## src/rtl/diff_commit_queue.sv

```systemverilog
// rtl/diff_commit_queue.sv - difftest commit buffer between MEM_WB retire point and the harness
// Circular record queue with overflow detection, flush and a retired-instruction counter.
module diff_commit_queue #(
  parameter int ADDR_W    = 64,
  parameter int DATA_W    = 64,
  parameter int REG_AW    = 5,
  parameter int DEPTH     = 8,
  parameter int FILTER_X0 = 1
) (
  input  logic                       clk,
  input  logic                       rst,
  input  logic                       commit_valid_i,
  input  logic [ADDR_W-1:0]          commit_pc_i,
  input  logic [REG_AW-1:0]          commit_rd_addr_i,
  input  logic                       commit_wreg_i,
  input  logic [DATA_W-1:0]          commit_wdata_i,
  input  logic                       store_valid_i,
  input  logic [ADDR_W-1:0]          store_addr_i,
  input  logic [DATA_W-1:0]          store_wdata_i,
  input  logic [1:0]                 store_wlen_i,
  input  logic                       flush_i,
  output logic                       out_valid_o,
  input  logic                       out_ready_i,
  output logic [ADDR_W-1:0]          out_pc_o,
  output logic [REG_AW-1:0]          out_rd_addr_o,
  output logic                       out_wreg_o,
  output logic [DATA_W-1:0]          out_wdata_o,
  output logic                       out_store_valid_o,
  output logic [ADDR_W-1:0]          out_store_addr_o,
  output logic [DATA_W-1:0]          out_store_wdata_o,
  output logic [1:0]                 out_store_wlen_o,
  output logic [$clog2(DEPTH+1)-1:0] count_o,
  output logic                       full_o,
  output logic                       empty_o,
  output logic                       overflow_o,
  output logic [63:0]                retired_cnt_o
);

  localparam int PW = $clog2(DEPTH);
  localparam int CW = $clog2(DEPTH + 1);
  localparam logic [CW-1:0] DEPTH_C = CW'(DEPTH);
  localparam logic [CW-1:0] ONE_C   = CW'(1);
  localparam logic [PW-1:0] PONE_C  = PW'(1);

  logic [ADDR_W-1:0] pc_mem    [DEPTH];
  logic [REG_AW-1:0] rd_mem    [DEPTH];
  logic              wreg_mem  [DEPTH];
  logic [DATA_W-1:0] wdata_mem [DEPTH];
  logic              sv_mem    [DEPTH];
  logic [ADDR_W-1:0] saddr_mem [DEPTH];
  logic [DATA_W-1:0] sdata_mem [DEPTH];
  logic [1:0]        swlen_mem [DEPTH];

  logic [PW-1:0] wr_ptr_q, wr_ptr_d;
  logic [PW-1:0] rd_ptr_q, rd_ptr_d;
  logic [CW-1:0] count_q, count_d;
  logic          overflow_q, overflow_d;
  logic [63:0]   retired_q, retired_d;

  logic full, empty, push, pop, x0_hit;
  logic              wreg_cap;
  logic [ADDR_W-1:0] saddr_cap;
  logic [DATA_W-1:0] sdata_cap;
  logic [1:0]        swlen_cap;

  assign full  = (count_q == DEPTH_C);
  assign empty = (count_q == '0);

  // Flush wins over both handshakes; a push into a full queue is only legal alongside a pop.
  assign pop  = !empty && out_ready_i && !flush_i;
  assign push = commit_valid_i && !flush_i && (!full || pop);

  assign x0_hit    = (FILTER_X0 != 0) && (commit_rd_addr_i == '0);
  assign wreg_cap  = commit_wreg_i && !x0_hit;
  assign saddr_cap = store_valid_i ? store_addr_i  : '0;
  assign sdata_cap = store_valid_i ? store_wdata_i : '0;
  assign swlen_cap = store_valid_i ? store_wlen_i  : '0;

  always_comb begin
    wr_ptr_d   = wr_ptr_q;
    rd_ptr_d   = rd_ptr_q;
    count_d    = count_q;
    overflow_d = overflow_q;
    retired_d  = retired_q;
    if (flush_i) begin
      wr_ptr_d = '0;
      rd_ptr_d = '0;
      count_d  = '0;
    end else begin
      if (push) begin
        wr_ptr_d  = wr_ptr_q + PONE_C;
        retired_d = retired_q + 64'd1;
      end
      if (pop) begin
        rd_ptr_d = rd_ptr_q + PONE_C;
      end
      if (push && !pop) begin
        count_d = count_q + ONE_C;
      end else if (pop && !push) begin
        count_d = count_q - ONE_C;
      end
      if (commit_valid_i && full && !pop) begin
        overflow_d = 1'b1;
      end
    end
  end

  always_ff @(posedge clk or negedge rst) begin
    if (!rst) begin
      wr_ptr_q   <= '0;
      rd_ptr_q   <= '0;
      count_q    <= '0;
      overflow_q <= 1'b0;
      retired_q  <= '0;
    end else begin
      wr_ptr_q   <= wr_ptr_d;
      rd_ptr_q   <= rd_ptr_d;
      count_q    <= count_d;
      overflow_q <= overflow_d;
      retired_q  <= retired_d;
    end
  end

  // Storage carries no reset; its contents are masked whenever the queue is empty.
  always_ff @(posedge clk) begin
    if (push) begin
      pc_mem[wr_ptr_q]    <= commit_pc_i;
      rd_mem[wr_ptr_q]    <= commit_rd_addr_i;
      wreg_mem[wr_ptr_q]  <= wreg_cap;
      wdata_mem[wr_ptr_q] <= commit_wdata_i;
      sv_mem[wr_ptr_q]    <= store_valid_i;
      saddr_mem[wr_ptr_q] <= saddr_cap;
      sdata_mem[wr_ptr_q] <= sdata_cap;
      swlen_mem[wr_ptr_q] <= swlen_cap;
    end
  end

  always_comb begin
    out_valid_o       = !empty;
    out_pc_o          = '0;
    out_rd_addr_o     = '0;
    out_wreg_o        = 1'b0;
    out_wdata_o       = '0;
    out_store_valid_o = 1'b0;
    out_store_addr_o  = '0;
    out_store_wdata_o = '0;
    out_store_wlen_o  = '0;
    if (!empty) begin
      out_pc_o          = pc_mem[rd_ptr_q];
      out_rd_addr_o     = rd_mem[rd_ptr_q];
      out_wreg_o        = wreg_mem[rd_ptr_q];
      out_wdata_o       = wdata_mem[rd_ptr_q];
      out_store_valid_o = sv_mem[rd_ptr_q];
      out_store_addr_o  = saddr_mem[rd_ptr_q];
      out_store_wdata_o = sdata_mem[rd_ptr_q];
      out_store_wlen_o  = swlen_mem[rd_ptr_q];
    end
  end

  assign count_o       = count_q;
  assign full_o        = full;
  assign empty_o       = empty;
  assign overflow_o    = overflow_q;
  assign retired_cnt_o = retired_q;

endmodule
```

## config.mk

```make
export PLATFORM = sky130hd
export DESIGN_NAME = diff_commit_queue
export DESIGN_NICKNAME = d
export VERILOG_FILES = /design/src/rtl/diff_commit_queue.sv
export SDC_FILE = /design/constraint.sdc
export NUM_CORES = 2
export LEC_CHECK = 0
export ABC_CLOCK_PERIOD_IN_PS = 71800
export CAP_MARGIN = 0
export CORE_UTILIZATION = 46
export DETAILED_ROUTE_END_ITERATION = 6
export PLACE_DENSITY = 0.67
export REMOVE_ABC_BUFFERS = 1
export SYNTH_ARGS = -nofsm -noshare
export SYNTH_HDL_FRONTEND = slang
export SYNTH_SLANG_ARGS = --single-unit
```

## constraint.sdc

```tcl
create_clock -name clk -period 71.8 [get_ports clk]
set_clock_uncertainty 0.2 [all_clocks]
set_input_delay 10.77 -clock clk [delete_from_list [all_inputs] [get_ports clk]]
set_output_delay 10.77 -clock clk [all_outputs]
set_load 0.005 [all_outputs]
```

Yosys cells after proc, flatten, opt, wreduce, memory -nomap -nowiden
Memories as Yosys holds them, arrays and structs flattened.
Cells that the tools add are included.

word-level totals
  bits in registers = 75
  memory bits (writable) = 2120
  input bits = 270
  output and inout port bits = 337
  word-level logic and storage cells = 63
  memories = 8

cells by class
  add/sub/neg operators = 5
  equality and inequality tests = 1
  multiplexer cells = 20
  bitwise operators = 1
  reduce and logical (&&, ||, !) cells = 23

memories
  name         words  bits a word  rd ports  clocked after memory_dff  wr ports  RTL line  source
  pc_mem       8      64           1         0                         1         45        logic [ADDR_W-1:0] pc_mem [DEPTH];
  saddr_mem    8      64           1         0                         1         50        logic [ADDR_W-1:0] saddr_mem [DEPTH];
  sdata_mem    8      64           1         0                         1         51        logic [DATA_W-1:0] sdata_mem [DEPTH];
  wdata_mem    8      64           1         0                         1         48        logic [DATA_W-1:0] wdata_mem [DEPTH];
  rd_mem       8      5            1         0                         1         46        logic [REG_AW-1:0] rd_mem [DEPTH];
  swlen_mem    8      2            1         0                         1         52        logic [1:0] swlen_mem [DEPTH];
  +2 memories  n/a    n/a          n/a       n/a                       n/a       n/a

operators with widths
  operator                                          count
  two-way mux 64 bit                                6
  adder 64 x 1 -> 64 bit, second input constant     1
  two-way mux 3 bit                                 4
  two-way mux 4 bit                                 3
  logical AND 1 bit                                 9
  adder 3 x 1 -> 3 bit, second input constant       2
  zero test 1 bit                                   6
  zero test 5 bit                                   1
  two-way mux 5 bit                                 1
  adder 4 x 1 -> 4 bit, second input constant       1
  == test 4 bit, second input constant              1
  zero test 4 bit                                   1
  two-way mux 1 bit                                 4
  two-way mux 2 bit                                 2
  AND reduction 2 bit                               2
  nonzero test 2 bit                                2
  subtractor 4 x 1 -> 4 bit, second input constant  1
  nonzero test 3 bit                                1
  logical OR 1 bit                                  1
  NOT 1 bit                                         1

Longest topological paths before layout
  word-level depth = 11
  mapped depth = 9
  gate-level depth less buffers = 8

Worst setup path before layout
OpenSTA, ideal clock, no wires.

  path kind = input to register
  start = input flush_i
  end = memory pc_mem[2][0] (enable)
  setup time = 1.633 ns
  arrival time = 38.107 ns
  data required time = 69.967 ns
  slack = 31.860 ns
  stages = 4
  buffers on the path = 0
  cell sequence = nand2b_1 > nand3_1 > nand2b_1 > nor4b_1

between the ends
  cells in the longest elaborated chain, start to end = 6
  elaborated cells on any way between the ends = 7
  those cells by class = mux: 2; reduce/logical: 5

ends and longest elaborated chain
  what                                         RTL line  source
  from (decl)                                  21        input logic flush_i,
  zero test 1 bit (*)                          70, 71
  logical AND 1 bit                            70        assign pop = !empty && out_ready_i && !flush_i;
  logical OR 1 bit                             71        assign push = commit_valid_i && !flush_i && (!full || pop);
  logical AND 1 bit (*)                        71
  two-way mux 1 bit (*)                        126       if (push) begin
  two-way mux 1 bit (not written as such) (*)  127       pc_mem[wr_ptr_q] <= commit_pc_i;
  to (decl)                                    45

Mark *: on every way between the ends. The rest lies on a longest branch, timed or not.

Worst setup path after layout
  start = register rd_ptr_q[0]
  end = output out_store_addr_o[45]

between the ends
  cells in the longest elaborated chain, start to end = 2

ends and longest elaborated chain
  what                    RTL line  source
  from (decl)             55        logic [PW-1:0] rd_ptr_q, rd_ptr_d;
  from (signal assigned)  117       rd_ptr_q <= rd_ptr_d;
  memory (8 x 64 bit)     n/a
  two-way mux 64 bit      148       if (!empty) begin
  to (decl)               29        output logic [ADDR_W-1:0] out_store_addr_o,

No other way between the ends.

==> run_results.csv <==
group,metric,value,unit
power_and_ir_drop,vdd_drop_max,36.8,uV
clocking,numCtsBuffers,213,
clocking,cts_root_buf,"clkbuf_16",
timing,setup_violations,0,
floorplan,ios,607,
worst_hold_path,holdPathEnd,"retired_cnt_o[63]",
global_routing,grtUsageTotal,20.5,%
logic_synthesis,synth_cell_types,46,
clocking,clk_latency,0.86,ns
worst_setup_path,r2r_slack,66.08,ns
cells_and_area,fill_cells,13800,
status,status,"completed",
floorplan,start_util,46.3,%
global_routing,grt_pass1_wl,279,mm
logic_synthesis,synth.top_cells.by_area,"edfxtp_1 (75%), mux4_2 (14%), mux2i_1 (3.1%)",
timing,fin_setup_tns,0,ns
detailed_routing,drt_iter0_markers,3241,
timing,max_slew_margin,25.4,%
logic_synthesis,synthArstFlopShare,3.42,%
placement,hpwlAfterDp,104,mm
worst_setup_path,reg2reg_depth,9,
cells_and_area,final_area,0.101,sq mm
global_routing,use_met3,4.03,%
power_and_ir_drop,leakage,31.3,nW
placement,gp_congestion,0.777,
clocking,cts_num_sinks,2195,
cells_and_area,synthToLayoutAreaGrowth,18.7,%
global_routing,antenna_found_initial,31,
worst_hold_path,worstHoldPathCells,1,
worst_hold_path,hold_start,"retired_cnt_o[63]",
logic_synthesis,netlist_area,0.0847,sq mm
global_routing,grt_max_degree,161,
global_routing,met1_usage,27.3,%
timing,drv_slew,0,
worst_setup_path,end_kind,"output pin",
timing,worstMarginPinSlew,1.12,ns
timing,period_needed,17.98,ns
logic_synthesis,yosysMostFrequentCell,"edfxtp_1",
timing,grt_setup_unrepaired,"no",
floorplan,dieArea,0.186,sq mm
detailed_routing,via_per_inst,5.57,
timing,max_freq,55.6,MHz
detailed_routing,firstDrtPassIters,7,
logic_synthesis,syn_area_per_cell,21.9,sq um
detailed_routing,drc,0,
cells_and_area,multi_input_area,0.0183,sq mm
worst_setup_path,start_kind,"register",
clocking,cts_resized,0,
power_and_ir_drop,total_power,3.43,mW
worst_setup_path,worstReg2RegEnd,"sdata_mem[3][18]",
detailed_routing,drtAntennaViolNets,0,
global_routing,gr-max-usage-layer,"met2",
worst_hold_path,hold_class,"register to register",
logic_synthesis,yosysTopAreaCell,"edfxtp_1",
logic_synthesis,ys_warn_count,0,
worst_setup_path,cp.required,60.83,ns
placement,pre_cts_ws,54.37,ns
global_routing,grt_pass1_vias,42400,
cells_and_area,drive_gt1_share,19.3,%
logic_synthesis,yosys_register_bits,2195,
worst_setup_path,criticalPathCategory,"register to output pin",
logic_synthesis,yosys-top-cells-count,"edfxtp_1 (2120), mux4_2 (530), nor2_1 (294)",
logic_synthesis,synth_edf_count,2120,
timing,final_hold_viol_count,0,
logic_synthesis,seq_area_frac_synth,77.4,%
clocking,cts.path.max_buffers,3,
detailed_routing,wl,190,mm
clocking,h-tree-depth,4,
placement,port_buffers,606,
logic_synthesis,synth_flop_cell,"edfxtp_1",
floorplan,coreArea,0.183,sq mm
logic_synthesis,synthDominantCellAreaShare,75.2,%
clocking,cts.hold.buffers_added,0,
placement,placed_cell_area,0.0937,sq mm
timing,setup_ws,53.82,ns
power_and_ir_drop,powerDensity,34.1,mW/mm^2
detailed_routing,avgRoutedWirePerCell,26.4,um
cells_and_area,seq_area,0.0655,sq mm
logic_synthesis,syn_inst,3867,
global_routing,grt_overflow,0,
cells_and_area,nets,4839,
floorplan,row_count,157,
worst_setup_path,crit_fanout,45,
clocking,cts_setup_buffers,0,
worst_setup_path,r2r-start,"count_o[1]",
floorplan,die_h,431,um
worst_setup_path,arrival,7.01,ns
global_routing,grtUsageMet2,33.7,%
clocking,path_clk_slew,0.07,ns
detailed_routing,num_vias,40200,
flow_run,maxCapViolations,0,
timing,post-route-period-util,25.0,%
clocking,cts_tree,"done",
floorplan,die_w,431,um
## layer usage
layer / routed length (um) / up-vias
met2: 95400 / 1212
met4: 5450 / 20
met1: 78700 / 21400
met3: 10800 / 278
li1: - / 17300
met5: 134 / -
## worst max-delay path: stages, from the launching register on
cell and delay, ns:
dfrtp_4 0.65, buf_4 0.63, buf_4 0.81, buf_4 0.78, buf_4 0.78, buf_4 0.82
mux4_2 0.60, mux2i_1 0.35, nor2_1 0.12, clkdlybuf4s50_1 0.49
## flip-flops by register name (all words and copies together) (netlist names), 16 cells and up
register,cells
saddr_mem,512
swlen_mem,16
sdata_mem,512
retired_cnt_o,64
pc_mem,512
rd_mem,40
wdata_mem,512
## worst max path at each step
stage,start,endpoint,slack [ns]
2_1_floorplan,flush_i,pc_mem[2][0],31.86
3_3_place_gp,rd_ptr_q[0],out_pc_o[5],54.32
3_5_place_dp,rd_ptr_q[0],out_pc_o[5],54.37
4_1_cts,rd_ptr_q[0],out_store_addr_o[45],53.37
5_1_grt,rd_ptr_q[0],out_store_addr_o[45],52.99
6_report,rd_ptr_q[0],out_store_addr_o[45],53.82
## placed cells by master, fill, tap and decap left out, types with 6 or more instances in the layout
cell | Yosys | layout
nor4_1 | 8 | 7
edfxtp_1 | 2120 | 2120
dfrtp_1 | 75 | 72
clkinv_16 | 0 | 10
buf_12 | 0 | 7
nand4_1 | 14 | 14
clkdlybuf4s50_1 | 0 | 604
diode_2 | 0 | 12
buf_4 | 1 | 68
clkbuf_1 | 83 | 51
nor2_1 | 294 | 293
mux4_2 | 530 | 530
inv_1 | 14 | 14
nand3_1 | 27 | 27
nand2_1 | 35 | 35
clkinv_1 | 1 | 62
clkinv_2 | 0 | 38
mux2i_1 | 266 | 266
nor3_1 | 18 | 16
nor3_2 | 4 | 6
clkbuf_16 | 0 | 213
and2_1 | 134 | 134
bufinv_16 | 0 | 15
xor2_1 | 42 | 42
xnor2_1 | 28 | 28
## power breakdown
group	total (mW)	leakage [nW]	switching, mW	internal [mW]
Clock	1.08	3.31	0.481	0.604
Sequential	1.47	20.3	0.0180	1.45
Combinational	0.882	7.66	0.430	0.452
Total	3.43	31.3	0.929	2.50
## per-stage QoR
step	hold WS [ns]	util, %	std cells
2_1_floorplan	0.265	-	3668
3_3_place_gp	0.261	51.2	6812
3_5_place_dp	0.268	51.2	6812
4_1_cts	0.277	54.9	7211
5_1_grt	0.290	55.0	7221
6_report	0.277	55.0	7223
## kinds of logic after synthesis
family | count (synthesis) | share of synthesized area (%)
AND/OR/NAND/NOR | 569 | 3.31
flip-flops | 2195 | 77.4
AO/OA/AOI/OAI | 17 | 0.136
adder cells (fa/ha/maj) | 6 | 0.0975
XOR/XNOR | 70 | 0.724
multiplexers | 796 | 17.2
buffers and inverters | 214 | 1.07
## layout make-up
type / instances / share of cell area (%)
Sequential cell: 2195 / 65.2
Timing Repair Buffer: 680 / 6.67
Antenna cell: 12 / 0.0299
Clock inverter: 135 / 1.30
Clock buffer: 264 / 5.49
Inverter: 15 / 0.0635
Multi-Input combinational cell: 1458 / 18.2
Tap cell: 2464 / 3.07
Note: power is estimated with default switching activity, not from simulation.
